<file path="config.mk">
export PLATFORM = sky130hd
export DESIGN_NAME = btn_event
export DESIGN_NICKNAME = d
export VERILOG_FILES = /design/src/rtl/btn_pkg.sv /design/src/rtl/btn_evt_slot.sv /design/src/rtl/btn_event.sv
export SDC_FILE = /design/constraint.sdc
export NUM_CORES = 1
export LEC_CHECK = 0
export BUFFER_PORTS_ARGS = -buffer_cell sky130_fd_sc_hd__buf_2
export CAP_MARGIN = 20
export CORE_MARGIN = 4
export CORE_UTILIZATION = 45
export DETAILED_ROUTE_END_ITERATION = 8
export GPL_TIMING_DRIVEN = 0
export PLACE_DENSITY = 0.61
export SLEW_MARGIN = 25
export SYNTH_ARGS = -nofsm -noshare
export SYNTH_HDL_FRONTEND = slang
export SYNTH_SLANG_ARGS = --single-unit
</file>
<file path="constraint.sdc">
create_clock -name clk -period 2.2 [get_ports clk]
set_input_delay 0.33 -clock clk [delete_from_list [all_inputs] [get_ports clk]]
set_output_delay 0.33 -clock clk [all_outputs]
set_load 0.01 [all_outputs]
</file>
<file path="src/rtl/btn_pkg.sv">
// Shared event codes and FSM encodings for the button event unit.
package btn_pkg;

    localparam logic [2:0] EV_NONE         = 3'd0;
    localparam logic [2:0] EV_PRESS        = 3'd1;
    localparam logic [2:0] EV_RELEASE      = 3'd2;
    localparam logic [2:0] EV_LONG         = 3'd3;
    localparam logic [2:0] EV_REPEAT       = 3'd4;
    localparam logic [2:0] EV_RELEASE_LONG = 3'd5;

    localparam logic [1:0] ST_IDLE = 2'd0;
    localparam logic [1:0] ST_HELD = 2'd1;
    localparam logic [1:0] ST_REP  = 2'd2;

endpackage

</file>
<file path="src/rtl/btn_evt_slot.sv">
// One-deep event register with valid/ack handshake and sticky drop flag.
module btn_evt_slot
    import btn_pkg::*;
(
    input  logic       clk,
    input  logic       n_reset,
    input  logic       emit_i,
    input  logic [2:0] code_i,
    input  logic       ack_i,
    input  logic       ovf_clr_i,
    output logic       valid_o,
    output logic [2:0] code_o,
    output logic       ovf_o
);

    logic       valid_q, valid_d;
    logic [2:0] code_q, code_d;
    logic       ovf_q, ovf_d;
    logic       consume;
    logic       drop;

    assign consume = valid_q & ack_i;
    assign drop    = emit_i & valid_q & ~consume;

    always_comb begin
        valid_d = valid_q;
        code_d  = code_q;
        if (emit_i && (!valid_q || consume)) begin
            valid_d = 1'b1;
            code_d  = code_i;
        end else if (consume && !emit_i) begin
            valid_d = 1'b0;
            code_d  = EV_NONE;
        end
        // A drop in the same cycle as a clear keeps the flag set
        ovf_d = drop ? 1'b1 : (ovf_clr_i ? 1'b0 : ovf_q);
    end

    always_ff @(posedge clk or negedge n_reset) begin
        if (!n_reset) begin
            valid_q <= 1'b0;
            code_q  <= EV_NONE;
            ovf_q   <= 1'b0;
        end else begin
            valid_q <= valid_d;
            code_q  <= code_d;
            ovf_q   <= ovf_d;
        end
    end

    assign valid_o = valid_q;
    assign code_o  = code_q;
    assign ovf_o   = ovf_q;

endmodule

</file>
<file path="src/rtl/btn_event.sv">
// Turns a debounced button level into press/release/long/repeat events.
module btn_event
    import btn_pkg::*;
#(
    parameter int unsigned LONG_CYCLES   = 50_000_000,
    parameter int unsigned REPEAT_CYCLES = 10_000_000,
    parameter bit          REPEAT_EN     = 1'b1,
    parameter int unsigned CNT_W         = 26
) (
    input  logic       clk,
    input  logic       n_reset,
    input  logic       btn_db,
    input  logic       event_ack,
    input  logic       ovf_clr,
    output logic       event_valid,
    output logic [2:0] event_code,
    output logic       press_pulse,
    output logic       release_pulse,
    output logic       held,
    output logic       ovf
);

    localparam logic [CNT_W-1:0] LONG_LAST = CNT_W'(LONG_CYCLES - 1);
    localparam logic [CNT_W-1:0] REP_LAST  = CNT_W'(REPEAT_CYCLES - 1);

    logic [1:0]       state_q, state_d;
    logic [CNT_W-1:0] cnt_q, cnt_d;
    logic             btn_q, armed_q;
    logic             press_q, release_q, held_q;
    logic             rise, fall;
    logic             emit;
    logic [2:0]       code;

    // Edges are suppressed until armed so a button held through reset is ignored
    assign rise = armed_q & btn_db & ~btn_q;
    assign fall = armed_q & ~btn_db & btn_q;

    always_comb begin
        state_d = state_q;
        cnt_d   = cnt_q;
        emit    = 1'b0;
        code    = EV_NONE;
        case (state_q)
            ST_IDLE: begin
                if (rise) begin
                    state_d = ST_HELD;
                    cnt_d   = '0;
                    emit    = 1'b1;
                    code    = EV_PRESS;
                end
            end
            ST_HELD: begin
                if (fall) begin
                    state_d = ST_IDLE;
                    cnt_d   = '0;
                    emit    = 1'b1;
                    code    = EV_RELEASE;
                end else if (cnt_q == LONG_LAST) begin
                    state_d = ST_REP;
                    cnt_d   = '0;
                    emit    = 1'b1;
                    code    = EV_LONG;
                end else begin
                    cnt_d = cnt_q + CNT_W'(1);
                end
            end
            ST_REP: begin
                if (fall) begin
                    state_d = ST_IDLE;
                    cnt_d   = '0;
                    emit    = 1'b1;
                    code    = EV_RELEASE_LONG;
                end else if (cnt_q == REP_LAST) begin
                    cnt_d = '0;
                    emit  = REPEAT_EN;
                    code  = REPEAT_EN ? EV_REPEAT : EV_NONE;
                end else begin
                    cnt_d = cnt_q + CNT_W'(1);
                end
            end
            default: begin
                state_d = ST_IDLE;
                cnt_d   = '0;
            end
        endcase
    end

    always_ff @(posedge clk or negedge n_reset) begin
        if (!n_reset) begin
            state_q   <= ST_IDLE;
            cnt_q     <= '0;
            btn_q     <= 1'b0;
            armed_q   <= 1'b0;
            press_q   <= 1'b0;
            release_q <= 1'b0;
            held_q    <= 1'b0;
        end else begin
            state_q   <= state_d;
            cnt_q     <= cnt_d;
            btn_q     <= btn_db;
            armed_q   <= 1'b1;
            press_q   <= emit && (code == EV_PRESS);
            release_q <= emit && ((code == EV_RELEASE) ||
                                  (code == EV_RELEASE_LONG));
            held_q    <= (state_d != ST_IDLE);
        end
    end

    btn_evt_slot u_slot (
        .clk       (clk),
        .n_reset   (n_reset),
        .emit_i    (emit),
        .code_i    (code),
        .ack_i     (event_ack),
        .ovf_clr_i (ovf_clr),
        .valid_o   (event_valid),
        .code_o    (event_code),
        .ovf_o     (ovf)
    );

    assign press_pulse   = press_q;
    assign release_pulse = release_q;
    assign held          = held_q;

endmodule

</file>
==> After elaboration in Yosys (flattened, before gate mapping) <==
Cells that the tools add are included.
{ "totals": {"regBits": 38, "mem_bits_rw": 0, "mem_count": 0, "latchBits": 0, "out_inout_bits": 8, "word_cells": 70, "in_bits": 5, "rom_bits": 0} }
{ "op_classes": {"magnitude_cmp": 0, "bitwise": 10, "reduce_logical": 12, "n_mul": 0, "shifts": 0, "addsub": 1, "muxes": 29, "n_div": 0, "n_eq_ne": 8} }
{ "ops": {"columns": ["operator", "count"], "rows": [
  ["2-to-1 mux 26 bit", 5],
  ["case mux 26 bit (3 select lines)", 1],
  ["adder 26 x 1 -> 26 bit (second input constant)", 1],
  ["== test 26 x 24 -> 1 bit (second input constant)", 1],
  ["== test 26 bit (second input constant)", 1],
  ["2-to-1 mux 2 bit", 6],
  ["2-to-1 mux 3 bit", 4],
  ["2-to-1 mux 1 bit", 10],
  ["case mux 3 bit (3 select lines)", 1],
  ["bitwise AND 1 bit", 7],
  ["case mux 2 bit (3 select lines)", 1],
  ["nonzero test 2 bit", 3],
  ["logical AND 1 bit", 4],
  ["== test 3 x 1 -> 1 bit (second input constant)", 1],
  ["== test 3 x 2 -> 1 bit (second input constant)", 1],
  ["== test 3 bit (second input constant)", 1],
  ["inverter 1 bit", 3],
  ["case mux 1 bit (3 select lines)", 1],
  ["== test 2 x 1 -> 1 bit (second input constant)", 1],
  ["== test 2 bit (second input constant)", 1],
  ["zero test 1 bit", 2],
  ["zero test 2 bit", 1],
  ["logical OR 1 bit", 2],
  ["inequality test 2 bit (second input constant)", 1]
]} }

==> Depth between registers and ports, before layout <==
{ "depth": {"word_depth": 9, "depth_mapped": 8, "depth_no_buf": 8} }

==> Hierarchy <==
A second synthesis with hierarchy kept.
{ "hier_totals": {"cells_unflattened": 235, "area_unflattened_um2": 2199.6} }
{ "by_module_without_submodules": {"columns": ["mod", "cells_each", "instances", "area_per_inst_um2", "seq_area_each_um2"], "rows": [
  ["btn_event", 212, 1, 1956.9, 825.8],
  ["btn_evt_slot", 23, 1, 242.7, 125.1]
]} }

==> Least setup slack after synthesis <==
No wires, ideal clock.
{ "synth_path": {"kind": "reg-to-reg", "startpoint": "register cnt_q[11]", "endpoint": "register u_slot.code_q[2], in the netlist u_slot.code_o[2]", "required_ns": 2.076, "setup_slack_ns": -0.079, "arrival_ns": 2.155, "n_path_buf": 0, "stages_incl_launch_ff": 7, "cell_sequence": "dfrtp_1 or4_1 or4_4 a21oi_2 o31ai_2 and3b_1 a211o_1"} }
{ "synth_between": {"elab_chain_cells": 7, "word_cells_on_any_way": 15, "cone_classes": "2 x eq/ne; 9 x mux; 4 x reduce/logical"} }
{ "synth_rtl": {"columns": ["item", "line_no", "text"], "rows": [
  ["from (decl)", "btn_event.sv:27", "logic [CNT_W-1:0] cnt_q, cnt_d;"],
  ["from (signal assigned)", "btn_event.sv:99", "cnt_q <= cnt_d;"],
  ["== test 26 x 24 -> 1 bit / == test 26 bit (equally long branches)", "btn_event.sv:73, btn_event.sv:58", null],
  ["2-to-1 mux 1 bit (on tied branches)", "btn_event.sv:73, btn_event.sv:58", null],
  ["2-to-1 mux 1 bit (on tied branches)", "btn_event.sv:68, btn_event.sv:53", null],
  ["case mux 1 bit (3 select lines)", "btn_event.sv:43", "case (state_q)"],
  ["zero test 1 bit", "btn_evt_slot.sv:31", "end else if (consume && !emit_i) begin"],
  ["logical AND 1 bit", "btn_evt_slot.sv:31", null],
  ["nonzero test 2 bit (no line)", null, null],
  ["to (signal assigned)", "btn_evt_slot.sv:46", "code_q <= code_d;"],
  ["to (decl)", "btn_evt_slot.sv:17", "logic [2:0] code_q, code_d;"]
]} }
Several ways; a longest one is shown, not always the timed one.
A chain may end at the register's enable or synchronous reset.

==> Final worst setup path <==
{ "layout_path": {"startpoint": "register cnt_q[8]", "endpoint": "register cnt_q[2]"} }
{ "layout_between": {"elab_chain_cells": 4, "word_cells_on_any_way": 7, "cone_classes": "2 x eq/ne; 5 x mux"} }
{ "layout_rtl": {"columns": ["item", "line_no"], "rows": [
  ["== test 26 x 24 -> 1 bit / == test 26 bit (equally long branches)", "btn_event.sv:73, btn_event.sv:58"],
  ["2-to-1 mux 26 bit (on tied branches)", "btn_event.sv:73, btn_event.sv:58"],
  ["2-to-1 mux 26 bit (on tied branches)", "btn_event.sv:68, btn_event.sv:53"],
  ["case mux 26 bit (3 select lines) (*)", "btn_event.sv:43"]
]} }
Every way passes the cells marked *; elsewhere a longest branch is shown, timed or not.

==> results.yml <==
placement:
  dp.final_hpwl_um: 2980
  dpl.cell_count: 287
  place_ws_ps: -185
  gp_congestion: 0.843
  io_buffers: 12
  detailed_place.area_sq_um: 2240
clock_tree:
  ctsHoldBuffers: 0
  cts.clk_slew.worst_paths_ps: 70
  ctsRootBufferMaster: "clkbuf_8"
  cts_htree_levels: 2
  cts.sinks: 38
  clk_latency_ps: 290
  tritoncts: "yes"
  cts_buffers: 5
  cts_max_path_buffers: 2
worst_setup_path:
  crit_type: "reg2reg"
  crit_arrival_ps: 2450
  crit_top_cell: "or4_4"
  crit_path_max_fanout: 7
  end_kind: "register"
  crit_slowest_cell: "or4_4"
  worstPathCellList: "or4_4 -> or4_4 -> o21ai_4 -> a21o_4 -> nor2_2 -> a22o_1"
  required_ps: 2380
  max_stage_delay_ps: 510
  cp-start-kind: "register"
sta:
  fmax_mhz: 440
  fin_setup_tns_ps: -1280
  setup_viol: 24
  rsz0062_at_grt: "true"
  min_period_ps: 2280
  skew_ps: 5.08
  hold_violations: 0
  fin_crit_sh_pct: 103
  hold_ws_ps: 150
  slew_headroom_pct: 42.8
  tightest_slew_ps: 857
  fin_ws_ps: -75.3
  drv_slew: 0
drt:
  ant_nets: 0
  drc: 0
  viasPerCell: 5.68
  drt-initial-drc-count: 91
  dr_total_vias: 1728
  wire_per_inst_um: 14.8
  wl_um: 4490
  first_pass_iters: 4
floorplanning:
  core.rowCount: 24
  floorplan.initialDensity_pct: 47.2
  core-area_sq_um: 4440
  pin_count: 13
  die_w_um: 76.3
  die_h_um: 76.3
  die-area_sq_um: 5820
synthesis:
  synth_edf_count: 0
  synth_ff_type: "dfrtp_1"
  yosysSeqAreaShare_pct: 45.3
  async_reset_ff_share_pct: 100
  ys_top_cells_by_count: "38 x dfrtp_1, 29 x nor2_1, 22 x nand2_1"
  yosys_warnings: 0
  synth.distinct_cells: 55
  synth_cells: 223
  synth_top_area_cell: "dfrtp_1"
  synth.most_common_cell: "dfrtp_1"
  synth_area_leaders: "dfrtp_1 45%, nor2_1 5.2%, xor2_1 4.6%, nand2_1 3.9%, nand3_1 3.3%"
  ys_seq_elements: 38
  synth_area_sq_um: 2100
  avgSynthCellArea_sq_um: 9.41
  syn_nets: 233
  synth_top_cell_area_share_pct: 45.3
hold_path:
  hold_class: "in2async"
global_routing:
  grt_pass1_wl_um: 7600
  grt_overflow: 0
  grt_usage_pct: 16.0
  grt_max_degree: 39
  antenna_found_initial: 0
  grt_pass1_vias: 1610
power_and_ir_drop:
  power_leakage_nw: 1.09
  ir_worst_vdd_v: 0.000326
  p_total_mw: 1.73
  p_per_area_nw_per_um2: 687
finish:
  finalNonFillerCells: 304
  fillers: 400
  final_util_pct: 56.7
  drive_gt1_share_pct: 26.2
  nets: 262
  area_growth_pct: 20.0
  final_area_sq_um: 2520
  diodes: 0
outcome:
  violations: "negative setup slack"
  status: "finished with violations"
flow_run:
  drv_cap: 0
==> kinds of logic after synthesis <==
logic type                 Yosys count  share of synthesized area, %
AOI/OAI and AO/OA                   45                          15.5
xor gates and xnor gates            14                          5.84
adders and majority gates            5                          2.98
buffers and inverters               13                          2.74
DFF                                 38                          45.3
other                                1                         0.179
and+or+nand+nor                    107                          27.4
==> placed cells by master (no fill, tap or decap), types with 5 or more instances in the layout <==
| cell type | netlist | final |
|---|---|---|
| dfrtp_1 | 38 | 37 |
| nand2_1 | 22 | 22 |
| xor2_1 | 11 | 11 |
| buf_2 | 1 | 13 |
| a22o_1 | 6 | 6 |
| nand4_1 | 8 | 8 |
| nand3_1 | 14 | 14 |
| o21ai_0 | 8 | 8 |
| nor2_1 | 29 | 24 |
| clkbuf_8 | 0 | 5 |
| buf_4 | 0 | 8 |
| buf_6 | 1 | 5 |
| inv_1 | 8 | 8 |
| nor2_2 | 0 | 5 |
==> metal layers <==
layer  track usage (%)  wire (um)
met1              21.2       2140
met2              25.4       2110
met3              4.14        192
met4              5.43         53
met5                 0          0
==> repair_timing <==
action | CTS | global route
hold endpoints to repair | 0 | 0
setup buffers | 9 | 4
resized for setup | 18 | 10
endpoints found under the setup margin | 28 | 31
pin swaps | 7 | 8
==> layout make-up <==
cell class / instances / area (sq um) / area share, %
multi-input combinational: 172 / 1210 / 48.0
inverter: 8 / 30.0 / 1.19
tap: 52 / 65.1 / 2.58
sequential: 38 / 952 / 37.8
clock buffer: 7 / 76.3 / 3.03
timing repair buffer: 24 / 165 / 6.56
buffer: 3 / 20.0 / 0.795
==> state kept, by name, summed over array words and instances (netlist names) <==
name and flops:
cnt_q 26, u_slot.code_o 3, state_q 2, armed_q 1
btn_q 1, held 1, press_pulse 1, release_pulse 1
u_slot.ovf_o 1, u_slot.valid_o 1
==> path summary, 6_finish.rpt <==
| check | from | endpoint | slack [ps] | cells past startpoint |
|---|---|---|---|---|
| min in group clk | btn_db | btn_q$_DFF_PN0_ | 200 | 1 |
| worst min register to register | u_slot.code_o[2]$_DFFE_PN0P_ | u_slot.code_o[2]$_DFFE_PN0P_ | 510 | 1 |
| worst max-delay path | cnt_q[8]$_DFFE_PN0P_ | cnt_q[2]$_DFFE_PN0P_ | -80 | 6 |
| max in group asynchronous | n_reset | cnt_q[10]$_DFFE_PN0P_ | 1460 | 1 |
| worst max register to register | cnt_q[8]$_DFFE_PN0P_ | cnt_q[2]$_DFFE_PN0P_ | -80 | 6 |
| worst min-delay path | n_reset | u_slot.code_o[2]$_DFFE_PN0P_ | 150 | 1 |
==> worst max-delay path, delay by kind of cell, from the launching register on <==
kind | cells | cell delay (ps)
AOI/OAI and AO/OA | 3 | 650
DFF | 1 | 400
and+or+nand+nor | 3 | 1100
==> report_power, final <==
group / total [mW] / switching, mW / leakage [nW] / internal [mW]
combinational: 0.523 / 0.308 / 0.535 / 0.214
clock: 0.448 / 0.230 / 0.0383 / 0.218
sequential: 0.761 / 0.0259 / 0.521 / 0.735
Power figures use the tool's default switching activity.
